**config.mk**
```make
export PLATFORM = sky130hd
export DESIGN_NAME = seq_divider
export DESIGN_NICKNAME = d
export VERILOG_FILES = /design/src/rtl/seq_divider.sv
export SDC_FILE = /design/constraint.sdc
export NUM_CORES = 1
export LEC_CHECK = 0
export BUFFER_PORTS_ARGS = -buffer_cell sky130_fd_sc_hd__clkbuf_2
export CAP_MARGIN = 30
export CORE_ASPECT_RATIO = 1.2
export CORE_MARGIN = 4
export CORE_UTILIZATION = 51
export CTS_BUF_LIST = sky130_fd_sc_hd__clkbuf_2
export DETAILED_ROUTE_END_ITERATION = 8
export PLACE_DENSITY = 0.77
export SYNTH_ARGS = -nofsm -noshare
export SYNTH_HDL_FRONTEND = slang
export SYNTH_SLANG_ARGS = --single-unit
```
**constraint.sdc**
```tcl
create_clock -name clk -period 1.6 [get_ports clk]
set_input_delay 0.08 -clock clk [delete_from_list [all_inputs] [get_ports clk]]
set_output_delay 0.08 -clock clk [all_outputs]
set_load 0.03 [all_outputs]
```
**src/rtl/seq_divider.sv**
```systemverilog
// seq_divider: multi-cycle unsigned restoring divider, one quotient bit per clock.
// Divides an 8-bit product-width dividend by a 4-bit operand-width divisor.
// Optional feature macro: SEQ_DIVIDER_DBZ_EN (divide-by-zero short-circuit + dbz flag).
// Ports:
//   clk        system clock, rising edge
//   rst        synchronous active-high reset
//   start      request a division (ignored while busy)
//   dividend   8-bit numerator, captured on an accepted start
//   divisor    4-bit denominator, captured on an accepted start
//   quotient   8-bit result, updated on entry to DONE
//   remainder  4-bit result, updated on entry to DONE
//   busy       high while a division is in progress
//   done       one-cycle pulse when results become valid
//   dbz        divide-by-zero flag (tied low without SEQ_DIVIDER_DBZ_EN)
module seq_divider (
  input  logic       clk,
  input  logic       rst,
  input  logic       start,
  input  logic [7:0] dividend,
  input  logic [3:0] divisor,
  output logic [7:0] quotient,
  output logic [3:0] remainder,
  output logic       busy,
  output logic       done,
  output logic       dbz
);

  localparam int unsigned DW = 8;  // dividend / quotient width
  localparam int unsigned VW = 4;  // divisor / remainder width
  localparam int unsigned RW = 5;  // partial remainder width after shift
  localparam int unsigned CW = 3;  // step counter width

  typedef enum logic [1:0] {
    IDLE,
    RUN,
    DONE
  } state_t;

  state_t        state;
  logic [DW-1:0] dvd_q;   // dividend bits shift out the top, quotient bits shift in the bottom
  logic [VW-1:0] dvs_q;
  logic [VW-1:0] rem_q;   // partial remainder between steps; always < divisor so 4 bits hold it
  logic [CW-1:0] cnt_q;

  logic [RW-1:0] r_shift;
  logic [VW-1:0] r_next;
  logic          q_bit;

  // One restoring step: shift in next dividend bit, subtract divisor if it fits.
  always_comb begin
    r_shift = {rem_q, dvd_q[DW-1]};
    q_bit   = (r_shift >= {1'b0, dvs_q});
    r_next  = q_bit ? VW'(r_shift - RW'(dvs_q)) : r_shift[VW-1:0];
  end

  // Control FSM and datapath registers.
  always_ff @(posedge clk) begin
    if (rst) begin
      state     <= IDLE;
      dvd_q     <= '0;
      dvs_q     <= '0;
      rem_q     <= '0;
      cnt_q     <= '0;
      quotient  <= '0;
      remainder <= '0;
      busy      <= 1'b0;
      done      <= 1'b0;
      dbz       <= 1'b0;
    end else begin
      case (state)
        IDLE, DONE: begin
          done <= 1'b0;
          if (start) begin
            state <= RUN;
            busy  <= 1'b1;
            dvd_q <= dividend;
            dvs_q <= divisor;
            rem_q <= '0;
            cnt_q <= '0;
            dbz   <= 1'b0;
          end else begin
            state <= IDLE;
          end
        end

        RUN: begin
`ifdef SEQ_DIVIDER_DBZ_EN
          if (dvs_q == '0) begin
            // Zero divisor: skip the shift-subtract loop and flag it.
            state     <= DONE;
            busy      <= 1'b0;
            done      <= 1'b1;
            dbz       <= 1'b1;
            quotient  <= '0;
            remainder <= '0;
          end else
`endif
          begin
            dvd_q <= {dvd_q[DW-2:0], q_bit};
            rem_q <= r_next;
            cnt_q <= cnt_q + CW'(1);
            if (cnt_q == CW'(DW - 1)) begin
              state     <= DONE;
              busy      <= 1'b0;
              done      <= 1'b1;
              quotient  <= {dvd_q[DW-2:0], q_bit};
              remainder <= r_next;
            end
          end
        end

        default: begin
          state <= IDLE;
          busy  <= 1'b0;
          done  <= 1'b0;
        end
      endcase
    end
  end

endmodule

```
==> results.yml, run 1 <==
global_routing:
  gr-total-overflow: 0
  track_usage_pct: 21.3
  grt_pass1_wl_um: 6390
  grt_max_degree: 32
  grt_pass1_vias: 1414
  antenna_found_initial: 0
pwr:
  power_mw: 1.85
  p_leak_nw: 0.887
  seqPwrFrac_pct: 51.4
  max-vdd-ir-drop_mv: 0.680
  p_clk_share_pct: 21.2
  p_sw_uw: 570
  combinationalPowerShare_pct: 27.4
  swShare_pct: 30.8
  intPower_mw: 1.28
  power_density_nw_per_um2: 899
logic_synthesis:
  syn_area_sq_um: 1560
  synthFlopType: "dfxtp_1"
  avgSynthCellArea_sq_um: 8.77
  synth-seq-cells: 35
  synth.net_count: 200
  synthArstFlopShare_pct: 0
  synthesis.instances: 178
  synth_edf_count: 0
  yosys_warnings: 0
  ys_seq_area_share_pct: 44.9
  synth_area_leaders: "dfxtp_1, nor2_1, mux2i_1, nand2_1, a211oi_1"
  yosysTopAreaCellShare_pct: 44.9
  yosysUniqueCellTypes: 35
  synth_area_leader_cell: "dfxtp_1"
clock_tree:
  clock-sinks: 35
  path_clk_slew_ps: 180
  cts_tree: "done"
  clk_latency_ps: 390
  htree_levels: 2
  cts.path.max_buffers: 2
  root_buffer: "clkbuf_2"
  cts_buffers: 5
setup_path:
  start_kind: "flop"
  critPathKind: "flop to flop"
  arrival_ps: 1980
  critPathCaptureType: "flop"
  worstPathRequired_ps: 1890
  path_max_fanout: 3
final_layout:
  fin_nets: 253
  drive_gt1_share_pct: 36.2
  final_area_sq_um: 2060
  final_cell_mix: "nor2_1, clkbuf_2, dfxtp_1, buf_4, nand2_1"
  area_growth_pct: 31.8
  final_cell_count_no_fill: 266
  antenna_cells: 0
run:
  drv_cap: 0
floorplanning:
  die_width_um: 58.5
  dieHeight_um: 68.6
  start_util_pct: 54.5
  core_area_sq_um: 2860
  ios: 30
  dieArea_sq_um: 4010
  placementRows: 21
routing:
  via_count: 1401
  viasPerCell: 5.27
  first_pass_iters: 4
  routed_wl_um: 3750
  antenna_left: 0
  wire_per_inst_um: 14.1
  drc_errors: 0
  initialDrtViolationCount: 30
timing:
  rsz0062_at_grt: "true"
  fmax_mhz: 592
  hold_viol: 0
  finalClockSkew_ps: 16.2
  setup_violations: 7
  fin_crit_sh_pct: 106
  period_minus_slack_ps: 1690
  finalMaxSlewViolations: 0
  finalWorstSetupSlack_ps: -88.8
placement:
  portBuffers: 28
  placedCellCount: 246
  post-place-ws_ps: -83.3
  dpl.hpwl_um: 2630
  globalplace.congestion: 0.825
  place_area_sq_um: 1860
status:
  violations: "setup timing"
  status: "finished with violations"
hold_path:
  hold_class: "primary input to flop"
## what timing repair did
action / in CTS / in global routing
hold endpoints to repair: 8 / 0
hold buffers: 8 / 0
pin swaps: 8 / 10
gates resized for setup: 8 / 8
setup buffers: 4 / 0
endpoints found under the setup margin: 9 / 11
## power by group through the flow
stage          Sequential, mW  Clock, mW  Combinational [mW]
4_1_cts                 0.949      0.401               0.481
2_1_floorplan           0.964          0               0.278
3_3_place_gp            0.963          0               0.403
6_report                0.950      0.392               0.507
5_1_grt                 0.956      0.443               0.557
3_5_place_dp            0.965          0               0.420
## cell families (layout without fill, tap and decap cells)
group / count (synthesis) / count (layout) / share of synthesized area (%)
buffers and inverters: 16 / 70 / 4.49
AND/OR/NAND/NOR: 72 / 72 / 20.7
adder cells (fa/ha/maj): 7 / 7 / 6.09
XOR/XNOR: 1 / 1 / 0.561
AO/OA/AOI/OAI: 37 / 37 / 17.2
other: 1 / 1 / 0.240
flip-flops: 35 / 35 / 44.9
multiplexers: 9 / 9 / 5.77
## state kept, by name, summed over array words and instances (netlist names)
| register | cells |
|---|---|
| quotient | 8 |
| state | 2 |
| dvs_q | 4 |
| rem_q | 4 |
| remainder | 4 |
| busy | 1 |
| dvd_q | 8 |
| cnt_q | 3 |
| done | 1 |
## through the flow
| stage | util (%) | hold WS, ps | TNS, ps |
|---|---|---|---|
| global route | 71.8 | 2.84 | -973 |
| floorplan | - | 164 | -47.8 |
| finish | 71.8 | 9.34 | -333 |
| CTS | 71.2 | 1.93 | -300 |
| detailed placement | 65.0 | 329 | -552 |
| global placement | 65.0 | 311 | -66.7 |
## cells in the mapped netlist (2+ instances only)
cell type / count
a211oi_1: 10
a211oi_2: 2
a21oi_1: 15
a22o_1: 2
buf_1: 2
buf_2: 5
clkbuf_1: 3
dfxtp_1: 35
ha_1: 6
inv_1: 5
mux2i_1: 9
nand2_1: 21
nand2b_1: 2
nand3_1: 2
nor2_1: 34
nor2b_1: 2
nor3_1: 2
o21ai_0: 3
or2_2: 2
## worst max-delay path, stage by stage (launching register included)
cell and delay, ps:
dfxtp_2 370, inv_2 50, ha_4 210, nand2b_4 140
a2111oi_4 330, or2_4 210, nand2_2 60, a31o_2 240
## path summary, 6_finish.rpt
| check | from | to | slack [ps] | depth (start not counted) |
|---|---|---|---|---|
| hold / removal | dividend[1] | dvd_q[1] | 9 | 3 |
| hold reg to reg | quotient[6] | quotient[6] | 470 | 2 |
| setup / recovery | dvd_q[7] | remainder[0] | -90 | 7 |
| setup reg to reg | dvd_q[7] | remainder[0] | -90 | 7 |
## cell type report
class	instances	area, sq um
flip-flops and latches	35	704
multi-input cells	127	861
well taps	34	42.5
fillers	237	807
clock buffers	5	25.0
clock inverters	3	15.0
inverters	5	18.8
repair buffers	57	390
## routing by layer
| layer | GRT usage (%) | up-vias | share of wire, % |
|---|---|---|---|
| met1 | 22.8 | 638 | 40 |
| met3 | 5.03 | 16 | 5.2 |
| met2 | 38.1 | 38 | 51 |
| li1 | - | 709 | - |
| met4 | 12.5 | 0 | 3.8 |
| met5 | 0 | - | 0 |
(Power assumes the default switching activity.)
==> run 2: changes to the inputs <==
--- a/config.mk
+++ b/config.mk
@@ -9,10 +9,10 @@
 export CAP_MARGIN = 30
 export CORE_ASPECT_RATIO = 1.2
 export CORE_MARGIN = 4
-export CORE_UTILIZATION = 51
+export CORE_UTILIZATION = 57
 export CTS_BUF_LIST = sky130_fd_sc_hd__clkbuf_2
 export DETAILED_ROUTE_END_ITERATION = 8
-export PLACE_DENSITY = 0.77
+export PLACE_DENSITY = 0.82
 export SYNTH_ARGS = -nofsm -noshare
 export SYNTH_HDL_FRONTEND = slang
 export SYNTH_SLANG_ARGS = --single-unit
==> constraint.sdc (replaced) <==
create_clock -name clk -period 2 [get_ports clk]
set_input_delay 0.1 -clock clk [delete_from_list [all_inputs] [get_ports clk]]
set_output_delay 0.1 -clock clk [all_outputs]
set_load 0.03 [all_outputs]
==> run 2 against run 1 <==
The flow now finishes without violations. Highest routed layer unchanged. Sequential cell count did not move. Global-route usage fell by 0.48 points. Sequential power fell by 20%. Clock power fell by 24%. Via count fell by 4.9%. Total power fell by 27%. Largest power group unchanged. Routed wire length fell by 8.2%. First-iteration DRC count did not move. Critical path depth did not move.
==> results.yml, run 2 (synthesized netlist as in run 1, its figures left out) <==
status:
  status: "completed"
clock_tree:
  htree_levels: 2
  path_clk_slew_ps: 160
  cts.path.max_buffers: 2
  clock-sinks: 35
  cts_tree: "done"
  clk_latency_ps: 360
  cts_buffers: 5
  cts_setup_buffers: 0
  root_buffer: "clkbuf_2"
routing:
  initialDrtViolationCount: 30
  antenna_left: 0
  first_pass_iters: 5
  via_count: 1332
  routed_wl_um: 3440
  viasPerCell: 5.46
  drc_errors: 0
  wire_per_inst_um: 14.1
final_layout:
  drive_gt1_share_pct: 23.7
  layout_commonest_cell: "dfxtp_1"
  area_growth_pct: 15.6
  nFillCells: 209
  top_regs: "dvd_q x8, quotient x8"
  antenna_cells: 0
  fin_nets: 232
  final_cell_mix: "dfxtp_1, clkbuf_2, nor2_1, nand2_1, a21oi_1"
global_routing:
  grt_pass1_vias: 1363
  grt_max_degree: 22
  grt_pass1_wl_um: 5910
  antenna_found_initial: 0
  grt.busiest_layer: "met2"
  gr-total-overflow: 0
  grtUsageMet1_pct: 22.2
  track_usage_pct: 20.8
  grt_util_met3_pct: 7.27
  use_met2_pct: 36.7
pwr:
  power_mw: 1.35
  intPower_uw: 941
  seqPwrFrac_pct: 56.3
  swShare_pct: 30.1
  max-vdd-ir-drop_mv: 0.641
  combinationalPowerShare_pct: 21.5
  power_density_nw_per_um2: 747
  p_clk_share_pct: 22.2
  p_sw_uw: 405
  p_leak_nw: 0.779
timing:
  fin_crit_sh_pct: 95.6
  fmax_mhz: 523
  fin_setup_tns_ps: 0
  period_minus_slack_ps: 1910
  finalMaxSlewViolations: 0
  setup_violations: 0
  slew_headroom_pct: 50.8
  hold_viol: 0
  tightest_slew_ps: 732
  finalClockSkew_ps: 10.5
  rsz0062_at_grt: "false"
placement:
  dpl.hpwl_um: 2580
  globalplace.congestion: 0.881
  portBuffers: 28
floorplanning:
  die_width_um: 55.8
  dieHeight_um: 65.3
  ios: 30
  dieArea_sq_um: 3640
  core_area_sq_um: 2580
  start_util_pct: 60.5
  placementRows: 20
setup_path:
  start_kind: "flop"
  cpPeakStageDelay_ps: 370
  critPathKind: "flop to flop"
  worstPathRequired_ps: 2260
  crit_family: "compound AO/OA/AOI/OAI gates"
  arrival_ps: 2170
  cpMaxStageDelayCell: "a2111oi_4"
  path_max_fanout: 3
  cp_num_buf_inv: 1
  critPathCaptureType: "flop"
  crit_chain: "inv_1 > ha_1 > nand2b_4 > a2111oi_4 > or2_2 > nand2_2 > a32o_1"
run:
  drv_cap: 0
hold_path:
  hold_class: "primary input to flop"
==> run 2: changes by cell type in the layout (fill, tap and decap cells not counted), sizes merged <==
cell and delta:
dlygate4sd3 -5, clkbuf +1, clkinv -1, buf -16
==> run 2: through the flow <==
step,utilization (%),worst slack (ps),cell area (sq um),cells,hold WS (ps)
5_1_grt,70.0,7.64,1800,244,11.6
3_3_place_gp,67.0,236,1730,233,328
3_5_place_dp,67.0,125,1730,233,354
4_1_cts,69.7,91.3,1800,244,7.45
2_1_floorplan,-,266,1560,178,184
6_report,70.0,88.8,1800,244,15.3
==> run 2: repair_timing <==
item,CTS,global route
endpoints found under the hold margin,3,0
endpoints found under the setup margin,0,1
resized for setup,0,2
hold buffers,3,0
==> run 2: tightest hold or removal path, delay by kind of cell <==
family / cells / cell delay, ps
muxes: 1 / 60
and+or+nand+nor: 1 / 90
buffers and inverters: 1 / 80
==> run 2: per-layer routing <==
layer	wire, um	vias up
li1	-	667
met1	1470	624
met2	1770	37
met3	175	4
met4	27	0
met5	0	-
==> run 2: final timing paths <==
path | from | end | slack, ps | depth (start not counted)
hold reg to reg | quotient[2] | quotient[2] | 470 | 2
hold / removal | divisor[0] | dvs_q[0] | 20 | 3
setup / recovery | dvd_q[7] | rem_q[0] | 90 | 7
setup reg to reg | dvd_q[7] | rem_q[0] | 90 | 7
==> run 2: cell type report <==
cell class	instances	area, sq um	share of cell area [%]
clock inverter	2	7.51	0.416
inverter	5	18.8	1.04
timing repair buffer	36	208	11.5
tap	33	41.3	2.29
sequential	35	701	38.9
clock buffer	6	30.0	1.67
multi-input combinational	127	797	44.2
==> run 2: power groups by stage <==
stage	clock network, mW	registers [mW]	logic (mW)
detailed placement	0	0.772	0.277
floorplan	0	0.769	0.212
CTS	0.309	0.757	0.284
global placement	0	0.771	0.261
global route	0.347	0.762	0.322
finish	0.299	0.758	0.290
